### src/rtl/exc_ctrl_pkg.sv
// exc_ctrl shared definitions: ExcCodes, vector, CP0 bit positions,
// FSM state type and the exception priority picker.
package exc_ctrl_pkg;

   localparam logic [4:0] EXC_INT  = 5'h00;
   localparam logic [4:0] EXC_ADEL = 5'h04;
   localparam logic [4:0] EXC_ADES = 5'h05;
   localparam logic [4:0] EXC_SYS  = 5'h08;
   localparam logic [4:0] EXC_BP   = 5'h09;
   localparam logic [4:0] EXC_RI   = 5'h0a;
   localparam logic [4:0] EXC_OV   = 5'h0c;

   localparam logic [31:0] EXC_HANDLER_ADDR = 32'hBFC00380;

   localparam int ST_IE    = 0;
   localparam int ST_EXL   = 1;
   localparam int ST_IM_LO = 8;
   localparam int ST_IM_HI = 15;
   localparam int CA_IP_LO = 8;
   localparam int CA_IP_HI = 15;

   localparam int NUM_HW_INT = 6;

   typedef enum logic {
      S_IDLE,
      S_DRAIN
   } state_e;

   typedef enum logic [1:0] {
      BV_NONE,
      BV_PC,
      BV_MEM
   } bv_sel_e;

   typedef struct packed {
      logic if_adel;
      logic ri;
      logic sys;
      logic bp;
      logic ov;
      logic mem_adel;
      logic mem_ades;
   } exc_flags_t;

   typedef struct packed {
      logic       hit;
      logic [4:0] code;
      bv_sel_e    bv_sel;
   } exc_sel_t;

   // Several flags may be set at once, so this is a strict priority chain.
   function automatic exc_sel_t exc_pick(input logic int_p,
                                         input exc_flags_t f);
      exc_sel_t s;
      s = '{hit: 1'b1, code: EXC_INT, bv_sel: BV_NONE};
      if (int_p)           s.code = EXC_INT;
      else if (f.if_adel)  begin
         s.code   = EXC_ADEL;
         s.bv_sel = BV_PC;
      end
      else if (f.ri)       s.code = EXC_RI;
      else if (f.sys)      s.code = EXC_SYS;
      else if (f.bp)       s.code = EXC_BP;
      else if (f.ov)       s.code = EXC_OV;
      else if (f.mem_adel) begin
         s.code   = EXC_ADEL;
         s.bv_sel = BV_MEM;
      end
      else if (f.mem_ades) begin
         s.code   = EXC_ADES;
         s.bv_sel = BV_MEM;
      end
      else                 s.hit = 1'b0;
      return s;
   endfunction

endpackage

### src/rtl/exc_ctrl_int_sync.sv
// exc_ctrl_int_sync: multi-flop synchroniser for the raw
// external interrupt lines.
module exc_ctrl_int_sync
   import exc_ctrl_pkg::*;
#(
   parameter int SYNC_STAGES = 2,
   parameter int W           = NUM_HW_INT
) (
   input  logic         clk,
   input  logic         rst_n,
   input  logic [W-1:0] async_i,
   output logic [W-1:0] sync_o
);

   logic [SYNC_STAGES-1:0][W-1:0] sync_d;
   logic [SYNC_STAGES-1:0][W-1:0] sync_q;

   // Shift the raw lines one stage deeper each cycle.
   always_comb begin
      sync_d = {sync_q[SYNC_STAGES-2:0], async_i};
   end

   // Synchroniser flops.
   always_ff @(posedge clk or negedge rst_n) begin
      if (!rst_n) sync_q <= '0;
      else        sync_q <= sync_d;
   end

   assign sync_o = sync_q[SYNC_STAGES-1];

endmodule

### src/rtl/exc_ctrl.sv
// exc_ctrl: commit-point exception/interrupt sequencer; raises CP0
// strobes, flushes the pipe and redirects fetch to handler or EPC.
module exc_ctrl
   import exc_ctrl_pkg::*;
#(
   parameter logic [31:0] HANDLER_ADDR = EXC_HANDLER_ADDR,
   parameter int          FLUSH_CYCLES = 2,
   parameter int          SYNC_STAGES  = 2
) (
   input  logic        clk,
   input  logic        rst_n,
   input  logic        commit_valid_i,
   input  logic        stall_i,
   input  logic [31:0] pc_i,
   input  logic        in_delay_slot_i,
   input  logic        if_adel_i,
   input  logic        id_ri_i,
   input  logic        id_sys_i,
   input  logic        id_bp_i,
   input  logic        ex_ov_i,
   input  logic        mem_adel_i,
   input  logic        mem_ades_i,
   input  logic [31:0] mem_addr_i,
   input  logic        eret_i,
   input  logic [5:0]  hw_int_async_i,
   input  logic [31:0] status_i,
   input  logic [31:0] cause_i,
   input  logic [31:0] epc_i,
   output logic [5:0]  hw_int_o,
   output logic        exc_valid_o,
   output logic [4:0]  exc_code_o,
   output logic [31:0] exc_pc_o,
   output logic        exc_bd_o,
   output logic [31:0] badvaddr_o,
   output logic        eret_o,
   output logic        cancel_o,
   output logic        flush_o,
   output logic        redirect_valid_o,
   output logic [31:0] redirect_pc_o
);

   localparam logic [2:0] FLUSH_LD = 3'(FLUSH_CYCLES);

   state_e     state_d, state_q;
   logic [2:0] cnt_d, cnt_q;

   exc_flags_t flags;
   exc_sel_t   sel;
   logic       int_pending;
   logic       accept;
   logic       take_exc;
   logic       take_eret;
   logic [31:0] bv;

   logic unused_bits;
   assign unused_bits = ^{status_i[31:16], status_i[7:2],
                          cause_i[31:16], cause_i[7:0]};

   exc_ctrl_int_sync #(
      .SYNC_STAGES (SYNC_STAGES),
      .W           (NUM_HW_INT)
   ) u_int_sync (
      .clk     (clk),
      .rst_n   (rst_n),
      .async_i (hw_int_async_i),
      .sync_o  (hw_int_o)
   );

   assign flags = '{if_adel:  if_adel_i,
                    ri:       id_ri_i,
                    sys:      id_sys_i,
                    bp:       id_bp_i,
                    ov:       ex_ov_i,
                    mem_adel: mem_adel_i,
                    mem_ades: mem_ades_i};

   // Event qualification and priority selection.
   always_comb begin
      int_pending = status_i[ST_IE] & ~status_i[ST_EXL] &
                    |(status_i[ST_IM_HI:ST_IM_LO] &
                      cause_i[CA_IP_HI:CA_IP_LO]);
      accept      = commit_valid_i & ~stall_i & (state_q == S_IDLE);
      sel         = exc_pick(int_pending, flags);
      take_exc    = accept & sel.hit;
      take_eret   = accept & eret_i & ~sel.hit;
   end

   // Faulting address for the selected exception.
   always_comb begin
      bv = '0;
      unique case (sel.bv_sel)
         BV_PC:   bv = pc_i;
         BV_MEM:  bv = mem_addr_i;
         BV_NONE: bv = '0;
         default: bv = '0;
      endcase
   end

   // Next state, drain counter and zero-latency strobes.
   always_comb begin
      state_d          = state_q;
      cnt_d            = cnt_q;
      exc_valid_o      = 1'b0;
      exc_code_o       = '0;
      exc_pc_o         = '0;
      exc_bd_o         = 1'b0;
      badvaddr_o       = '0;
      eret_o           = 1'b0;
      cancel_o         = 1'b0;
      flush_o          = 1'b0;
      redirect_valid_o = 1'b0;
      redirect_pc_o    = '0;
      case (state_q)
         S_IDLE: begin
            if (take_exc) begin
               exc_valid_o      = 1'b1;
               exc_code_o       = sel.code;
               exc_pc_o         = pc_i;
               exc_bd_o         = in_delay_slot_i;
               badvaddr_o       = bv;
               cancel_o         = 1'b1;
               flush_o          = 1'b1;
               redirect_valid_o = 1'b1;
               redirect_pc_o    = HANDLER_ADDR;
               state_d          = S_DRAIN;
               cnt_d            = FLUSH_LD;
            end else if (take_eret) begin
               eret_o           = 1'b1;
               flush_o          = 1'b1;
               redirect_valid_o = 1'b1;
               redirect_pc_o    = epc_i;
               state_d          = S_DRAIN;
               cnt_d            = FLUSH_LD;
            end
         end
         S_DRAIN: begin
            flush_o = 1'b1;
            if (cnt_q <= 3'd1) begin
               state_d = S_IDLE;
               cnt_d   = '0;
            end else begin
               cnt_d = cnt_q - 3'd1;
            end
         end
         default: begin
            state_d = S_IDLE;
            cnt_d   = '0;
         end
      endcase
   end

   // State and drain counter registers.
   always_ff @(posedge clk or negedge rst_n) begin
      if (!rst_n) begin
         state_q <= S_IDLE;
         cnt_q   <= '0;
      end else begin
         state_q <= state_d;
         cnt_q   <= cnt_d;
      end
   end

endmodule

### config.mk
export PLATFORM = sky130hd
export DESIGN_NAME = exc_ctrl
export DESIGN_NICKNAME = d
export VERILOG_FILES = /design/src/rtl/exc_ctrl_pkg.sv /design/src/rtl/exc_ctrl_int_sync.sv /design/src/rtl/exc_ctrl.sv
export SDC_FILE = /design/constraint.sdc
export NUM_CORES = 1
export LEC_CHECK = 0
export CAP_MARGIN = 20
export CORE_AREA = 2 2 113 115
export DETAILED_ROUTE_END_ITERATION = 10
export DIE_AREA = 0 0 115 117
export DONT_BUFFER_PORTS = 1
export GPL_TIMING_DRIVEN = 0
export SYNTH_ARGS = -nofsm -noshare
export SYNTH_HDL_FRONTEND = slang
export SYNTH_SLANG_ARGS = --single-unit
### constraint.sdc
create_clock -name clk -period 3.6 [get_ports clk]
set_input_delay 0.36 -clock clk [delete_from_list [all_inputs] [get_ports clk]]
set_output_delay 0.36 -clock clk [all_outputs]
set_load 0.01 [all_outputs]
# After elaboration in Yosys (flattened, before gate mapping)
# Cells that the tools add are included.
[word_totals] ff_bits=16 latch_bits=0 ramBits=0 romBits=0 output_inout_bits=113 n_memories=0
[op_classes] add_sub_neg=1 multipliers=0 n_div=0 n_lt_le_gt_ge=1 eq_ne=3 shift=0 n_mux=47 bitwise_logic=12 n_reduce_logical=1
[op_table] cell="$mux 32" n=7
[op_table] cell="$pmux 32 s2" n=1
[op_table] cell="$mux 4" n=5
[op_table] cell="$mux 5" n=4
[op_table] cell="$mux 1" n=18
[op_table] cell="$mux 2" n=5
[op_table] cell="$mux 3" n=3
[op_table] cell="$and 8x8->8" n=1
[op_table] cell="$reduce_or 8->1" n=1
[op_table] cell="$and 1x1->1" n=7
[op_table] cell="$mux 6" n=1
[op_table] cell="$pmux 3 s2" n=1
[op_table] cell="$not 1->1" n=4
[op_table] cell="$pmux 1 s2" n=2
[op_table] cell="$le 3x1->1 const B" n=1
[op_table] cell="$ne 3x3->1 const B" n=1
[op_table] cell="$sub 3x1->3 const B" n=1
[op_table] cell="$eq 2x1->1 const B" n=1
[op_table] cell="$eq 2x2->1 const B" n=1

# Depth between registers and ports, before layout
[depth] word_depth=13 mapped_depth=11 ltp_nobuf=9

# Cells and area by module
# From an unflattened synthesis, not the netlist that was laid out.
[hier_totals] hier_cells=236 area_unflattened_um2=1675.4
[modules_own_cells] module="exc_ctrl" instances=1 cells_per_inst=224 area_each_um2=1375.1 seq_area_each_um2=100.1
[modules_own_cells] module="exc_ctrl_int_sync" instances=1 cells_per_inst=12 area_each_um2=300.3 seq_area_each_um2=300.3

# Least setup slack after synthesis
# No wires, ideal clock.
[synth_path] path_type="input to output" from="in status_i[10]" to="out badvaddr_o[10]" arrival_time_ns=2.285 required_time_ns=3.240 path_slack_ns=0.955 path_stages=11 path_buffers=2 cell_sequence="a22oi_1 > nand2_1 > o21ba_2 > buf_2 > nor4_1 > ha_1 > clkbuf_1 > a22oi_1 > nor3_1 > nand2_1 > nor2_1"
[synth_between] elab_chain_len=8 word_cells_on_any_way=11
[synth_rtl] element="start, declared" line_no="exc_ctrl.sv:26" text="input logic [31:0] status_i,"
[synth_rtl] element="$and 8x8->8 (*)" line_no="exc_ctrl.sv:80" text="|(status_i[ST_IM_HI:ST_IM_LO] &"
[synth_rtl] element="$reduce_or 8->1 (*)" line_no="exc_ctrl.sv:80"
[synth_rtl] element="$and 1x1->1 (*)" line_no="exc_ctrl.sv:79" text="int_pending = status_i[ST_IE] & ~status_i[ST_EXL] &"
[synth_rtl] element="$mux 2" line_no="exc_ctrl_pkg.sv:56" text="if (int_p) s.code = EXC_INT;"
[synth_rtl] element="$eq 2x2->1 or $eq 2x1->1 (tied branches)" line_no="exc_ctrl.sv:91" text="unique case (sel.bv_sel)"
[synth_rtl] element="$pmux 32 s2" line_no="exc_ctrl.sv:91"
[synth_rtl] element="$mux 32 (*)" line_no="exc_ctrl.sv:115" text="if (take_exc) begin"
[synth_rtl] element="$mux 32 (*)" line_no="exc_ctrl.sv:113" text="case (state_q)"
[synth_rtl] element="end, declared" line_no="exc_ctrl.sv:34" text="output logic [31:0] badvaddr_o,"
# Mark *: on every way between the ends. The rest lies on a longest branch, timed or not.

# Final worst setup path
[layout_path] from="in status_i[10]" to="out badvaddr_o[31]"
# The elaborated chain is that of the path after synthesis.

==> results_dict.tcl <==
set metrics [dict create \
    cpLargestDelayFamily "simple AND/OR/NAND/NOR gates" \
    hold_violations 0 \
    routed_wl_um 9450 \
    mappedNetlistArea_um2 2340 \
    synth_top_area_frac 0.171 \
    dp_hpwl_um 7920 \
    slew_viol_final 0 \
    crit_arrival_ps 2890 \
    critPathMaxStageDelay_ps 450 \
    cts_sinks 16 \
    rows 41 \
    critPathRequiredTime_ps 3240 \
    vias_per_cell 5.23 \
    drc_errors 0 \
    syn-num-nets 502 \
    slew_headroom 0.487 \
    gp_congestion 0.808 \
    final_antenna_net_count 0 \
    tns_ps 0 \
    timing.rr.end "state_q" \
    setup_viol_count_final 0 \
    rr_worst_depth 7 \
    clkLatencyLatePin_ps 240 \
    end_kind "output port" \
    netlist_instances 320 \
    path_cells "a22oi_1 > nand2_1 > o21ba_2 > buf_2 > nor4_1 > ha_1 > clkbuf_1 > a22oi_1 > nor3_1 > nand2_1 > nor2_1" \
    hold_start "hw_int_async_i[1]" \
    crit_fanout 10 \
    async_flop_share 1.00 \
    p_per_area_nw_per_um2 332 \
    fin_worst_skew_ps 1.31 \
    synth_edf_count 0 \
    die_h_um 117 \
    die_width_um 115 \
    cpMaxStageDelayCell "clkbuf_1" \
    rr_startpoint "state_q" \
    fin_cells 476 \
    vias 2488 \
    drtPass1Iterations 4 \
    crit_type "in2out" \
    ios 292 \
    clockRootBuffer "clkbuf_16" \
    worstPathBufferInverterCount 2 \
    avgRoutedWirePerCell_um 19.9 \
    critPathLaunchType "primary input" \
    ctsResizeCount 0 \
    hold_end "u_int_sync.sync_d[7]" \
    synth_area_leaders "dfrtp_1, a21boi_2, a22oi_1, nand2_1, nor3_1" \
    irDropWorstVdd_mv 0.153 \
    dp.cells 470 \
    grt_max_degree 17 \
    drt_iter0_markers 128 \
    period_minus_slack_ps 3250 \
    yosysWarnings 0 \
    worst-path-stages 11 \
    start_util 0.190 \
    antenna_found_initial 1 \
    hold_depth 0 \
    status "completed" \
    grt_use_total 0.125 \
    yosysTopAreaCell "dfrtp_1" \
    grt_pass1_vias 2228 \
    cap_violations 0 \
    yosys.cell_types.count 41 \
    numCtsBuffers 3 \
    ys.flop_type "dfrtp_1" \
    drive_gt1_frac 0.206 \
    area_delta_synth_final_pct 12.4 \
    cts_tree "built" \
    core_area_um2 12300 \
    cts_buffer_depth 2 \
    grt_pass1_wl_um 12900 \
    clock.fmax_ghz 0.308 \
    grt.overflow.total 0 \
    worstMarginPinSlew_ps 759 \
    path_clk_slew_ps 50 \
    io_buffer_count 0 \
    synth_seq_area_share 0.171 \
    finalCritPeriodShare 0.903 \
    rsz0062_at_grt "false" \
    filler_cell_count 1378 \
    hold_class "in2reg" \
    reg2reg_setup_slack_ps 1950 \
    fin_nets 508 \
    avgSynthCellArea_um2 7.31 \
    ys_seq_elements 16 \
    dieArea_um2 13500 \
    setup.worst_path.start "status_i[10]" \
    cts_max_level 1 \
    p_leak_nw 0.923 \
]
==> cell families (layout without fill, tap and decap cells) <==
kind of cell	Yosys count	count (layout)	share of synthesized area
adder cells (fa/ha/maj)	3	3	0.0161
flip-flops	16	16	0.171
AND/OR/NAND/NOR	179	179	0.399
buffers and inverters	40	45	0.113
AO/OA/AOI/OAI	81	81	0.300
other	1	2	0.00160
==> cells in the final DEF, fill, tap and decap left out, types with 2 or more instances in the layout <==
| cell | instances |
|---|---|
| nand2_1 | 50 |
| a22oi_1 | 36 |
| nor2_1 | 36 |
| nor3_1 | 34 |
| a21boi_2 | 26 |
| nor3b_1 | 20 |
| dfrtp_1 | 16 |
| nand3_1 | 15 |
| clkbuf_1 | 14 |
| buf_6 | 11 |
| buf_2 | 7 |
| a21boi_1 | 7 |
| buf_4 | 6 |
| nor4_1 | 4 |
| o21ai_0 | 4 |
| a21oi_1 | 3 |
| ha_1 | 3 |
| clkbuf_16 | 3 |
| nand2b_1 | 2 |
| or4_4 | 2 |
| nor3_2 | 2 |
| inv_1 | 2 |
==> layer usage <==
layer  track usage  up-vias  part of all wire
li1              -     1156                 -
met1         0.152     1159              0.40
met2         0.227      167              0.50
met3        0.0288        6             0.092
met4        0.0201        0            0.0069
met5             0        -                 0
==> what timing repair did <==
action | 4_1_cts | 5_1_grt
hold buffers | 1 | 0
setup buffers | 0 | 0
hold endpoints to repair | 16 | 0
setup endpoints to repair | 0 | 0
==> power by group <==
group | internal [mW] | total, mW | switching, mW
registers | 0.206 | 0.223 | 0.0170
logic | 0.152 | 0.418 | 0.266
clock network | 0.168 | 0.232 | 0.0634
total | 0.527 | 0.873 | 0.346
==> registers in the layout (all words and copies together) (netlist names) <==
name / flops
u_int_sync.sync_d: 6
u_int_sync.sync_o: 6
state_q: 1
cnt_q: 3
==> per-stage QoR <==
step | area (um^2) | utilization | total power, mW | setup WS, ps | hold WS (ps)
floorplan | 2340 | - | 0.560 | 955 | 64.4
global placement | 2530 | 0.205 | 0.630 | 316 | 64.7
detailed placement | 2530 | 0.205 | 0.642 | 266 | 64.7
CTS | 2630 | 0.213 | 0.879 | 266 | 143
global route | 2630 | 0.213 | 0.937 | 24.7 | 138
finish | 2630 | 0.213 | 0.873 | 350 | 145
==> layout make-up <==
cell class | instances | area, um^2 | share of cell area
multi-input cells | 264 | 1670 | 0.637
flip-flops and latches | 16 | 400 | 0.152
plain buffers | 38 | 256 | 0.0976
well taps | 150 | 188 | 0.0714
clock buffers | 4 | 88.8 | 0.0338
repair buffers | 1 | 10.0 | 0.00381
inverters | 2 | 7.51 | 0.00286
diodes | 1 | 2.50 | 0.000952
==> synthesized netlist by cell type, types with 2 or more instances <==
cell and number:
nand3_1 15, nor3_2 2, clkbuf_1 14, nor2_1 36, nor3b_1 20, nand2_1 50
a21boi_1 7, a21boi_2 26, buf_4 6, buf_2 7, nor3_1 34, nor4_1 4
dfrtp_1 16, ha_1 3, or4_4 2, buf_6 11, nand2b_1 2, a22oi_1 36
inv_1 2, a21oi_1 3, o21ai_0 4
==> worst max-delay path by stage <==
stage / to
detailed placement: badvaddr_o[21]
floorplan: badvaddr_o[10]
finish: badvaddr_o[31]
global placement: badvaddr_o[21]
global route: badvaddr_o[21]
CTS: badvaddr_o[21]
(Power assumes the default switching activity.)
